<file path="src/rtl/baccarat_deal_fsm.sv">
// Baccarat round sequencer: card load strobes, third-card rules, win/tie lights.
// Optional win/tie tally counters are enabled by defining BACCARAT_TALLY_EN.
module baccarat_deal_fsm #(
  parameter int TALLY_W = 8
) (
  input  logic       slow_clock,
  input  logic       resetb,
  input  logic       start,
  input  logic [3:0] pscore,
  input  logic [3:0] dscore,
  input  logic [3:0] pcard3,
  output logic       load_pcard1,
  output logic       load_pcard2,
  output logic       load_pcard3,
  output logic       load_dcard1,
  output logic       load_dcard2,
  output logic       load_dcard3,
  output logic       player_win_light,
  output logic       dealer_win_light,
  output logic       busy,
  output logic       round_done
`ifdef BACCARAT_TALLY_EN
  ,
  output logic [TALLY_W-1:0] player_wins,
  output logic [TALLY_W-1:0] dealer_wins,
  output logic [TALLY_W-1:0] ties
`endif
);

  typedef enum logic [3:0] {
    S_IDLE   = 4'd0,
    S_P1     = 4'd1,
    S_D1     = 4'd2,
    S_P2     = 4'd3,
    S_D2     = 4'd4,
    S_CHECK  = 4'd5,
    S_P3     = 4'd6,
    S_BANK   = 4'd7,
    S_D3     = 4'd8,
    S_RESULT = 4'd9,
    S_DONE   = 4'd10
  } state_t;

  state_t state;
  state_t state_nx;

  // Banker third-card table; a court card or ten (10-13) counts as zero.
  function automatic logic bank_draws(input logic [3:0] d, input logic [3:0] c);
    logic [3:0] v;
    logic       draw;
    v = (c <= 4'd9) ? c : 4'd0;
    case (d)
      4'd0, 4'd1, 4'd2: draw = 1'b1;
      4'd3:             draw = (v != 4'd8);
      4'd4:             draw = (v >= 4'd2) && (v <= 4'd7);
      4'd5:             draw = (v >= 4'd4) && (v <= 4'd7);
      4'd6:             draw = (v == 4'd6) || (v == 4'd7);
      default:          draw = 1'b0;
    endcase
    return draw;
  endfunction

  // Next-state decode.
  always_comb begin
    state_nx = S_IDLE;
    case (state)
      S_IDLE:   state_nx = start ? S_P1 : S_IDLE;
      S_P1:     state_nx = S_D1;
      S_D1:     state_nx = S_P2;
      S_P2:     state_nx = S_D2;
      S_D2:     state_nx = S_CHECK;
      S_CHECK: begin
        if ((pscore >= 4'd8) || (dscore >= 4'd8)) begin
          state_nx = S_RESULT;
        end else if (pscore <= 4'd5) begin
          state_nx = S_P3;
        end else if (dscore <= 4'd5) begin
          state_nx = S_D3;
        end else begin
          state_nx = S_RESULT;
        end
      end
      S_P3:     state_nx = S_BANK;
      S_BANK:   state_nx = bank_draws(dscore, pcard3) ? S_D3 : S_RESULT;
      S_D3:     state_nx = S_RESULT;
      S_RESULT: state_nx = S_DONE;
      S_DONE:   state_nx = start ? S_P1 : S_DONE;
      default:  state_nx = S_IDLE;
    endcase
  end

  // State register; outputs are registered from the next-state decode so they track state exactly.
  always_ff @(posedge slow_clock or negedge resetb) begin
    if (!resetb) begin
      state            <= S_IDLE;
      load_pcard1      <= 1'b0;
      load_pcard2      <= 1'b0;
      load_pcard3      <= 1'b0;
      load_dcard1      <= 1'b0;
      load_dcard2      <= 1'b0;
      load_dcard3      <= 1'b0;
      player_win_light <= 1'b0;
      dealer_win_light <= 1'b0;
      busy             <= 1'b0;
      round_done       <= 1'b0;
`ifdef BACCARAT_TALLY_EN
      player_wins      <= {TALLY_W{1'b0}};
      dealer_wins      <= {TALLY_W{1'b0}};
      ties             <= {TALLY_W{1'b0}};
`endif
    end else begin
      state       <= state_nx;
      load_pcard1 <= (state_nx == S_P1);
      load_pcard2 <= (state_nx == S_P2);
      load_pcard3 <= (state_nx == S_P3);
      load_dcard1 <= (state_nx == S_D1);
      load_dcard2 <= (state_nx == S_D2);
      load_dcard3 <= (state_nx == S_D3);
      busy        <= (state_nx != S_IDLE) && (state_nx != S_DONE);
      round_done  <= (state == S_RESULT);
      // Lights are set leaving RESULT, held through DONE, and cleared anywhere else.
      if (state == S_RESULT) begin
        player_win_light <= (pscore >= dscore);
        dealer_win_light <= (dscore >= pscore);
      end else if (state_nx != S_DONE) begin
        player_win_light <= 1'b0;
        dealer_win_light <= 1'b0;
      end else begin
        player_win_light <= player_win_light;
        dealer_win_light <= dealer_win_light;
      end
`ifdef BACCARAT_TALLY_EN
      if (state == S_RESULT) begin
        if (pscore > dscore) begin
          if (player_wins != {TALLY_W{1'b1}}) player_wins <= player_wins + {{(TALLY_W-1){1'b0}}, 1'b1};
        end else if (dscore > pscore) begin
          if (dealer_wins != {TALLY_W{1'b1}}) dealer_wins <= dealer_wins + {{(TALLY_W-1){1'b0}}, 1'b1};
        end else begin
          if (ties != {TALLY_W{1'b1}}) ties <= ties + {{(TALLY_W-1){1'b0}}, 1'b1};
        end
      end
`endif
    end
  end

endmodule

</file>
<file path="config.mk">
export PLATFORM = sky130hd
export DESIGN_NAME = baccarat_deal_fsm
export DESIGN_NICKNAME = d
export VERILOG_FILES = /design/src/rtl/baccarat_deal_fsm.sv
export SDC_FILE = /design/constraint.sdc
export NUM_CORES = 1
export LEC_CHECK = 0
export BUFFER_PORTS_ARGS = -buffer_cell sky130_fd_sc_hd__buf_2
export CAP_MARGIN = 20
export CORE_MARGIN = 4
export CORE_UTILIZATION = 52
export CTS_CLUSTER_SIZE = 14
export DETAILED_ROUTE_END_ITERATION = 7
export GPL_TIMING_DRIVEN = 0
export PLACE_DENSITY_LB_ADDON = 0.25
export SLEW_MARGIN = 20
export SYNTH_ARGS = -nofsm -noshare
export SYNTH_HDL_FRONTEND = slang
export SYNTH_SLANG_ARGS = --single-unit
</file>
<file path="constraint.sdc">
create_clock -name slow_clock -period 2.2 [get_ports slow_clock]
set_input_delay 0.22 -clock slow_clock [delete_from_list [all_inputs] [get_ports slow_clock]]
set_output_delay 0.22 -clock slow_clock [all_outputs]
set_load 0.02 [all_outputs]
</file>
* Word level (Yosys, flattened, before mapping)
Index checks and enable logic that the tools add are counted.
** Word-level totals
- Bits in registers :: 14
- Input port bits :: 15
- Logic and storage cells :: 70
** Operators by class
- Order comparisons :: 10
- Equality and inequality tests :: 26
- Mux-type cells :: 13
- Reduce and logical (&&, ||, !) cells :: 10
** Operators by type and width (count)
- $eq 4x3->1 const B :: 11
- $pmux 4 s11 :: 1
- $eq 4x2->1 const B :: 6
- $eq 4x4->1 const B :: 4
- $mux 4 :: 4
- $eq 4x1->1 const B :: 3
- $le 4x3->1 const B :: 3
- $ge 4x4->1 :: 2
- $ge 4x4->1 const B :: 2
- $logic_not 4->1 :: 2
- $ne 4x4->1 const B :: 2
- $mux 1 :: 7
- $pmux 1 s5 :: 1
- $ge 4x2->1 const B :: 1
- $ge 4x3->1 const B :: 1
- $le 4x4->1 const B :: 1
- $reduce_bool 4->1 :: 1
- $logic_and 1x1->1 :: 3
- $reduce_or 3->1 :: 1
- $logic_or 1x1->1 :: 2
- $reduce_bool 2->1 :: 1

* Logic depth before layout (Yosys ltp)
Gate-level depths: netlist of the first run.
- Word-level depth :: 11
- Gate-level depth with buffers :: 6
- Gate-level depth less buffers :: 6

* Worst setup path before layout of the first run
OpenSTA, ideal clock, no wires.
- Kind :: register to register
- From :: reg state[3]
- To :: reg load_dcard3
- Arrival time :: 1162 ps
- Setup slack :: 919 ps
- Stages on the path, launching flop included :: 5
- Buffers on the path :: 0
- Period minus slack after synthesis :: 1281 ps
- Cell sequence :: dfrtp_1 -> nand2b_1 -> or2_0 -> a311o_1 -> and3b_1
** Between the ends
- Word-level cells in the longest chain between the ends :: 3
- Elaborated cells between the ends (all ways) :: 13
- Those cells by class :: eq/ne (11); mux (1); reduce/logical (1)
** RTL lines
- start: declaration :: RTL line 44 : state_t state;
- start signal: assignment :: RTL line 112 : state <= state_nx;
- $eq 4x4->1 (tied with other cells) :: RTL line 66 : case (state)
- $pmux 4 s11 * :: RTL line 66
- $eq 4x4->1 * :: RTL line 118 : load_dcard3 <= (state_nx == S_D3);
- end signal: assignment :: RTL line 118
- end: declaration :: RTL line 17 : output logic load_dcard3,
Every way passes the cells marked *; elsewhere a longest branch is shown, timed or not.
A chain may end at the register's enable or synchronous reset.

* Worst setup path after layout of the first run
Ends and elaborated chain as after synthesis.

==> metrics.md, run 1 <==
| Metric | Value |
|---|---|
| Status | completed |
| Largest area contributor in the netlist | dfrtp_1 |
| Worst skew pair latency | 280 ps |
| Final worst setup slack | just under 800 ps |
| Iter 0 DRT Violations | 11 |
| Gr ovfl total | 0 |
| PostCTS Resize Cnt | 0 |
| Actual slew at the worst max-slew pin | ~320 ps |
| Inserted Clock Buffers | 3 |
| Initial Util | 0.5751 |
| Leak pwr | 0.5112 nW |
| H-Tree Depth | 1 |
| Buf/Inv on CP | 0 |
| Post-DP HPWL | roughly 1200 um |
| Max clock buf depth | 2 |
| Fin. Hold Viols | 0 |
| Max_cap viols | 0 |
| Nets | around 140 |
| Post-synth cell types | 35 |
| Setup_tns | 0 ps |
| Syn_nets | ~110 |
| # setup viols final | 0 |
| Post-CTS setup buffers | 0 |
| Crit-path cells | nand2b_1 > or2_0 > a311o_1 > and3b_1 |
| Hold_sp | start |
| Root buffer cell | clkbuf_4 |
| Worst Hold End | load_pcard1$_DFF_PN0_ |
| Largest cells by area after synthesis | dfrtp_1 (45%), ha_1 (6.4%), nor2_1 (5.3%) |
| Full die area | around 2200 um2 |
| Fin crit period | roughly 1400 ps |
| Syn-to-layout area delta | 23.57% |
| Ports | 25 |
| Synthesized instance count | 86 |
| Yosys top cell area share | 0.4459 |
| Worst r2r path cells | 4 |
| Post-route ant nets | 0 |
| CP delay by family, top | simple AND/OR/NAND/NOR gates |
| Die width | 46.87 um |
| Fin crit share | 0.6464 |
| GRT Total Usage | 0.1617 |
| Flops & latches, synth | 14 |
| ANT cells | 0 |
| Core area | 1366 um2 |
| DRC Markers | 0 |
| Pre-CTS WS | 770.8 ps |
| Final Max Slew Viols | 0 |
| # clock sinks | 14 |
| Crit start category | register |
| Routability cong. | 0.7664 |
| FP Rows | 13 |
| Setup Skew | a little under 10 ps |
| Clock-pin transition on the worst setup and hold timing paths | approximately 90 ps |
| Ys flop type | dfrtp_1 |
| CTS tree | yes |
| Maximum single-stage delay on the critical path | about 400 ps |
| Critical Path Fanout Max | 4 |
| Critical path's slowest cell | dfrtp_1 |
| Number of global-route vias before repair | ~660 |
| Vias | 717 |
| Worst r2r dst | load_dcard3$_DFF_PN0_ |
| Sequential area share after synthesis | 0.4459 |
| Die height | about 47 um |
| Avg Synthesized Cell Area | slightly above 9 um2 |
| Post-Syn Area | ~790 um2 |
| Setup Crit Path Kind | reg2reg |
| Peak VDD IR | between 0.4 and 0.5 mV |
| P per Cell Area | roughly 1100 nW/um2 |
| Share of synthesized flip-flops with an asynchronous set or reset | 1.000 |
| Arr. time, crit path | between 1500 and 2000 ps |
| RSZ-0062 raised after global routing | no |
| First-pass GRT wire length | ~2600 um |
| Initial antenna violation count | 0 |
| Drt pass-1 iters | 4 |
| Crit. End Element | register |
| Post-synth EDFFs | 0 |
| R2R Setup Slk | 780 ps |
| Number of port buffers | 24 |
| Worst EP required | approximately 2400 ps |
| Total Routed Length | 1585 um |
| Hold Path Depth | 2 |
| Layout cell share with drive strength beyond 1 | 0.2957 |
| DR WL/cell | about 12 um |
| Vias per cell | roughly 5.5 |
| Yosys warns | 0 |
| Fmax achieved | around 700 MHz |
| Largest net degree at the start of global routing | 15 |
| Slew margin rel. | 0.7857 |
| Worst Hold Class | in2reg |
| Worst r2r src | state[3]$_DFF_PN0_ |
layer usage:
metal,global-route usage,part of all wire
met3,0.02299,0.081
met4,0.09945,0.012
met2,0.2954,0.49
met5,0,0
met1,0.1726,0.41
synthesized netlist by cell type (all sizes together), types with 2 or more instances:
master	number
nand2b	4
nor3	7
a21oi	2
nor2	12
buf	3
nand2	2
ha	4
o21a	2
inv	8
o21ai	6
or2	2
dfrtp	14
nor2b	2
and3	2
worst max-delay path by stage:
stage	startpoint	end	slack, ps	cells past startpoint
after global placement	pscore[1]	player_win_light$_DFFE_PN0P_	810	7
final	state[3]$_DFF_PN0_	load_dcard3$_DFF_PN0_	780	4
after CTS	state[3]$_DFF_PN0_	load_dcard3$_DFF_PN0_	780	4
after global routing	state[3]$_DFF_PN0_	load_dcard3$_DFF_PN0_	720	4
after floorplan	state[3]$_DFF_PN0_	load_dcard3$_DFF_PN0_	920	4
after detailed placement	pscore[1]	player_win_light$_DFFE_PN0P_	770	7
stage by stage:
step                instance area (um2)  utilization  hold slack [ps]  power, mW  instances
floorplan                         785.8            -           -75.59     0.7373         86
detailed placement                924.6       0.6767            121.8     0.8673        125
global placement                  924.6       0.6767            122.1     0.8540        125
finish                            970.9       0.7106            252.0      1.051        130
global route                      970.9       0.7106            260.8      1.128        130
CTS                               970.9       0.7106            246.4      1.054        130
layout by cell type, fill, tap and decap left out, drive strengths merged:
cell type / n
o31ai: 1
a22oi: 1
nand4: 1
ha: 4
a211oi: 1
nor3: 7
nor2b: 2
nor2: 12
nand2: 2
or2: 2
o21a: 2
nand2b: 4
a2bb2oi: 1
and3: 2
o22ai: 1
xnor2: 1
nor4: 1
dlygate4sd3: 1
a311oi: 1
a21oi: 2
a22o: 1
clkbuf: 4
o211ai: 1
dfrtp: 14
o21ai: 6
buf: 27
a211o: 1
a311o: 1
or2b: 1
inv: 8
and3b: 1
o311ai: 1
logic make-up after synthesis:
| kind of cell | synth area share |
|---|---|
| simple gates | 0.2341 |
| compound gates | 0.1847 |
| buf+inv | 0.06052 |
| flops | 0.4459 |
| xor+xnor | 0.01115 |
| fa+ha+maj | 0.06370 |
final cells by class:
class                           instances  area (um2)
Buffer                                  3       17.52
Multi-Input combinational cell         61       387.9
Timing Repair Buffer                   25       130.1
Clock buffer                            4       36.28
Inverter                                8       30.03
Tap cell                               15       18.77
Fill cell                             122       395.4
Sequential cell                        14       350.3
repair_timing:
| action | 4_1_cts | 5_1_grt |
|---|---|---|
| hold buffers | 1 | 0 |
| hold endpoints to repair | 14 | 0 |
| endpoints found under the setup margin | 0 | 0 |
registers in the layout (all words and copies together) (netlist names):
name and count:
load_dcard2 1, load_dcard3 1, round_done 1, load_pcard2 1, state 4, busy 1
player_win_light 1, load_pcard1 1, dealer_win_light 1, load_pcard3 1, load_dcard1 1
report_power, final:
part	internal, mW	leakage, nW	switching, mW	total (mW)
combinational	0.194	0.307	0.294	0.488
sequential	0.339	0.183	0.0410	0.380
clock	0.101	0.0210	0.0825	0.183
total	0.634	0.511	0.417	1.05
(Power assumes the default switching activity.)
==> inputs of run 2 (changes only) <==
CORE_UTILIZATION = 48   (was 52)
clock period = 1.4 ns   (was 2.2 ns; I/O delays follow)
==> metrics.md, run 2 (synthesis gave the netlist of run 1 again) <==
| Metric | Value |
|---|---|
| Status | completed |
| Arr. time, crit path | approximately 1500 ps |
| Buf/Inv on CP | 0 |
| Slew margin rel. | 0.7833 |
| Core area | around 1500 um2 |
| Crit-path cells | nand2b_4 > or2_0 > a311o_1 > and3b_1 |
| Largest Register | state |
| RSZ-0062 raised after global routing | yes |
| DR WL/cell | 12.72 um |
| Fin crit period | between 1000 and 1500 ps |
| # setup viols final | 0 |
| Vias | about 740 |
| GRT Total Usage | 0.1480 |
| CTS tree | yes |
| Die height | between 40 and 50 um |
| Setup_tns | 0 ps |
| Int Power | around 1.1 mW |
| Iter 0 DRT Violations | 28 |
| Most frequent cells in the layout | buf_2 (26), dfrtp_1 (13), nor2_1 (11) |
| Crit. End Element | register |
| Final worst setup slack | roughly 38 ps |
| First-pass GRT wire length | 2815 um |
| Total Routed Length | approximately 1700 um |
| Max FFs per register | 4 |
| Die width | about 48 um |
| ANT cells | 0 |
| Initial antenna violation count | 0 |
| Power share of the combinational group | 0.491 |
| H-Tree Depth | 1 |
| Largest net degree at the start of global routing | 15 |
| Reg power frac | 0.345 |
| Leak pwr | about 0.53 nW |
| Syn-to-layout area delta | 28.02% |
| Post-route ant nets | 0 |
| P per Cell Area | 1732 nW/um2 |
| Max_cap viols | 0 |
| # clock sinks | 14 |
| Pre-CTS WS | between 9 and 10 ps |
| Critical path's slowest cell | dfrtp_1 |
| Sw frac | 0.3928 |
| DRC Markers | 0 |
| Clk network pwr share | 0.164 |
| Worst EP required | about 1600 ps |
| Max clock buf depth | 2 |
| Fmax achieved | between 700 and 800 MHz |
| Clock-pin transition on the worst setup and hold timing paths | ~80 ps |
| CP delay by family, top | simple AND/OR/NAND/NOR gates |
| Maximum single-stage delay on the critical path | slightly above 400 ps |
| Number of port buffers | 24 |
| Drt pass-1 iters | 4 |
| Fin. Hold Viols | 0 |
| Cell count after placement | between 100 and 150 |
| Fin crit share | 0.9729 |
| Inserted Clock Buffers | 3 |
| Ports | 25 |
| Actual slew at the worst max-slew pin | 321.0 ps |
| Layout cell share with drive strength beyond 1 | 0.3390 |
| Non-Filler Instances | around 130 |
| Vias per cell | between 5 and 6 |
| Setup Crit Path Kind | reg2reg |
| Worst Hold Class | in2reg |
| Root buffer cell | clkbuf_4 |
| Fill cells | between 100 and 150 |
| Initial Util | 0.5156 |
| Crit start category | register |
| Switching pwr | between 0.6 and 0.7 mW |
| Critical Path Fanout Max | 4 |
| Pwr Total | 1.742 mW |
| Gr ovfl total | 0 |
| Peak VDD IR | around 0.7 mV |
| FP Rows | 14 |
| Final Max Slew Viols | 0 |
| Number of global-route vias before repair | roughly 660 |
| Worst skew pair latency | roughly 280 ps |
| Layout Utilization | 0.6601 |
| Most common cell after layout, fill and taps aside | buf_2 |
| Setup Skew | slightly below 3 ps |
| Routability cong. | 0.7623 |
| Nets | 138 |
| Post-DP HPWL | 1300 um |
| Full die area | 2348 um2 |
run 2: power groups by stage:
stage | Combinational (mW) | Clock (mW) | Sequential, mW
floorplan | 0.460 | 0 | 0.699
global placement | 0.745 | 0 | 0.600
detailed placement | 0.772 | 0 | 0.603
CTS | 0.791 | 0.286 | 0.602
global route | 0.933 | 0.313 | 0.624
finish | 0.855 | 0.286 | 0.602
run 2: stage by stage:
step                cell area (um2)  hold WS, ps
detailed placement            925.9        45.17
global placement              925.9        43.05
CTS                           979.7        181.8
floorplan                     785.8       -155.6
global route                   1006        175.5
finish                         1006        188.4
run 2: final timing paths:
kind / end / cells after the start / from / slack [ps]
min in group asynchronous: state[1]$_DFF_PN0_ / 2 / resetb / 270
setup reg to reg: load_dcard3$_DFF_PN0_ / 4 / state[3]$_DFF_PN0_ / 40
setup / recovery: load_dcard3$_DFF_PN0_ / 4 / state[3]$_DFF_PN0_ / 40
hold reg to reg: dealer_win_light$_DFFE_PN0P_ / 2 / dealer_win_light$_DFFE_PN0P_ / 490
max in group asynchronous: state[0]$_DFF_PN0_ / 2 / resetb / 880
hold / removal: load_pcard1$_DFF_PN0_ / 2 / start / 190
run 2: layer usage:
layer	up-vias	GRT usage	part of all wire
li1	369	-	-
met1	344	0.1765	0.42
met2	27	0.2543	0.50
met3	2	0.03374	0.069
met4	0	0.05830	0.0082
met5	-	0	0
run 2: final cells by class:
type                            count  area, um2  area share
Multi-Input combinational cell     61      397.9      0.3955
Buffer                              3      17.52     0.01741
Sequential cell                    14      351.6      0.3495
Timing Repair Buffer               28      152.6      0.1517
Inverter                            8      30.03     0.02985
Tap cell                           16      20.02     0.01990
Clock buffer                        4      36.28     0.03607
run 2: what timing repair did:
item                       in CTS  in global routing
setup endpoints to repair       1                  4
resized for setup               1                  2
hold buffers                    1                  0
hold endpoints to repair       14                  0
buffers inserted                0                  3
==> inputs of run 3 (changes only) <==
MAX_ROUTING_LAYER = met4   (was default)
==> metrics.md, run 3 (synthesis gave the netlist of run 1 again) <==
| Metric | Value |
|---|---|
| Status | completed |
| Clock-pin transition on the worst setup and hold timing paths | about 80 ps |
| Ports | 25 |
| DR WL/cell | 12.61 um |
| Worst skew pair latency | ~270 ps |
| Peak VDD IR | between 0.6 and 0.7 mV |
| FP Rows | 14 |
| Most frequent cells in the layout | buf_2 (26), dfrtp_1 (13), nor2_1 (11) |
| Fill cells | 140 |
| Actual slew at the worst max-slew pin | approximately 320 ps |
| GRT Total Usage | 0.1521 |
| Final Max Slew Viols | 0 |
| Full die area | ~2300 um2 |
| Nets | 138 |
| ANT cells | 0 |
| # clock sinks | 14 |
| Post-DP HPWL | 1300 um |
| Initial Util | 0.5156 |
| Setup Skew | 1.582 ps |
| Largest net degree at the start of global routing | 15 |
| Critical path's slowest cell | dfrtp_1 |
| Syn-to-layout area delta | 28.02% |
| Pwr Total | ~1.7 mW |
| Critical Path Fanout Max | 4 |
| Inserted Clock Buffers | 3 |
| Arr. time, crit path | ~1500 ps |
| H-Tree Depth | 1 |
| Crit. End Element | register |
| Max clock buf depth | 2 |
| Layout Utilization | 0.6601 |
| Vias | about 740 |
| Core area | 1524 um2 |
| Worst EP required | between 1500 and 2000 ps |
| CTS tree | yes |
| Fin. Hold Viols | 0 |
| Root buffer cell | clkbuf_4 |
| Crit-path cells | nand2b_4 > or2_0 > a311o_1 > and3b_1 |
| Layout cell share with drive strength beyond 1 | 0.3390 |
| Hold Slack | ~190 ps |
| Max_cap viols | 0 |
| Fin crit share | 0.9677 |
| RSZ-0062 raised after global routing | yes |
| Number of global-route vias before repair | ~660 |
| Total Routed Length | around 1700 um |
| Iter 0 DRT Violations | 28 |
| Slew margin rel. | 0.7833 |
| Placed Area | slightly above 900 um2 |
| DRC Markers | 0 |
| Final Cell Area | slightly above 1000 um2 |
| P per Cell Area | around 1700 nW/um2 |
| Fin crit period | around 1400 ps |
| Fmax achieved | 738.1 MHz |
| Number of port buffers | 24 |
| Drt pass-1 iters | 4 |
| Die height | around 48 um |
| Vias per cell | ~5.5 |
| Post-route ant nets | 0 |
| Most common cell after layout, fill and taps aside | buf_2 |
| Largest Register | state |
| Setup Crit Path Kind | reg2reg |
| Gr ovfl total | 0 |
| Maximum single-stage delay on the critical path | 400 ps |
| Routability cong. | slightly below 0.8 |
| Leak pwr | 0.5286 nW |
| Worst Hold Class | in2reg |
| # setup viols final | 0 |
| Die width | slightly below 50 um |
| First-pass GRT wire length | between 2000 and 3000 um |
| Initial antenna violation count | 0 |
| Max FFs per register | 4 |
| Crit start category | register |
==> run 3: cell counts in the layout (fill, tap and decap cells not counted) <==
No cell type changed its count.
==> run 3: critical path, delay by kind of cell, from the launching register on <==
family	cells	cell delay, ps
and+or+nand+nor	3	550
DFF	1	400
AOI/OAI and AO/OA	1	290
==> run 3: final cells by class <==
type / count / area (um2) / area share
plain buffers: 3 / 17.52 / 0.01741
inverters: 8 / 30.03 / 0.02985
repair buffers: 28 / 152.6 / 0.1517
well taps: 16 / 20.02 / 0.01990
flip-flops and latches: 14 / 351.6 / 0.3495
multi-input cells: 61 / 397.9 / 0.3955
clock buffers: 4 / 36.28 / 0.03607
==> run 3: per-layer routing <==
metal,vias to the layer above,share of wire,track usage
met5,-,0,-
met4,0,0.017,0.05830
met3,4,0.072,0.03374
met2,30,0.48,0.2543
met1,337,0.43,0.1765
li1,367,-,-
==> run 3: where the power goes <==
part           switching (mW)  total, mW  internal, mW
sequential             0.0654      0.602         0.536
combinational           0.489      0.853         0.363
clock                   0.127      0.285         0.158
total                   0.682       1.74          1.06
==> run 3: path summary, 6_finish.rpt <==
check	from	end	slack, ps	depth (start not counted)
max reg2reg	state[3]$_DFF_PN0_	load_dcard3$_DFF_PN0_	50	4
min	start	load_pcard1$_DFF_PN0_	190	2
min in group asynchronous	resetb	load_pcard3$_DFF_PN0_	270	2
max in group asynchronous	resetb	state[0]$_DFF_PN0_	880	2
max	state[3]$_DFF_PN0_	load_dcard3$_DFF_PN0_	50	4
min reg2reg	dealer_win_light$_DFFE_PN0P_	dealer_win_light$_DFFE_PN0P_	490	2
==> run 3: through the flow <==
| step | cells | setup slack (ps) | TNS, ps |
|---|---|---|---|
| 2_1_floorplan | 86 | 118.7 | 0 |
| 3_3_place_gp | 126 | 10.14 | 0 |
| 3_5_place_dp | 126 | 9.748 | 0 |
| 4_1_cts | 131 | 21.65 | 0 |
| 5_1_grt | 134 | -19.31 | -19.31 |
| 6_report | 134 | 45.21 | 0 |
==> run 3: repair_timing <==
action,4_1_cts,5_1_grt
endpoints found under the setup margin,1,4
setup buffers,0,3
resized for setup,1,2
hold endpoints to repair,14,0
hold buffers,1,0
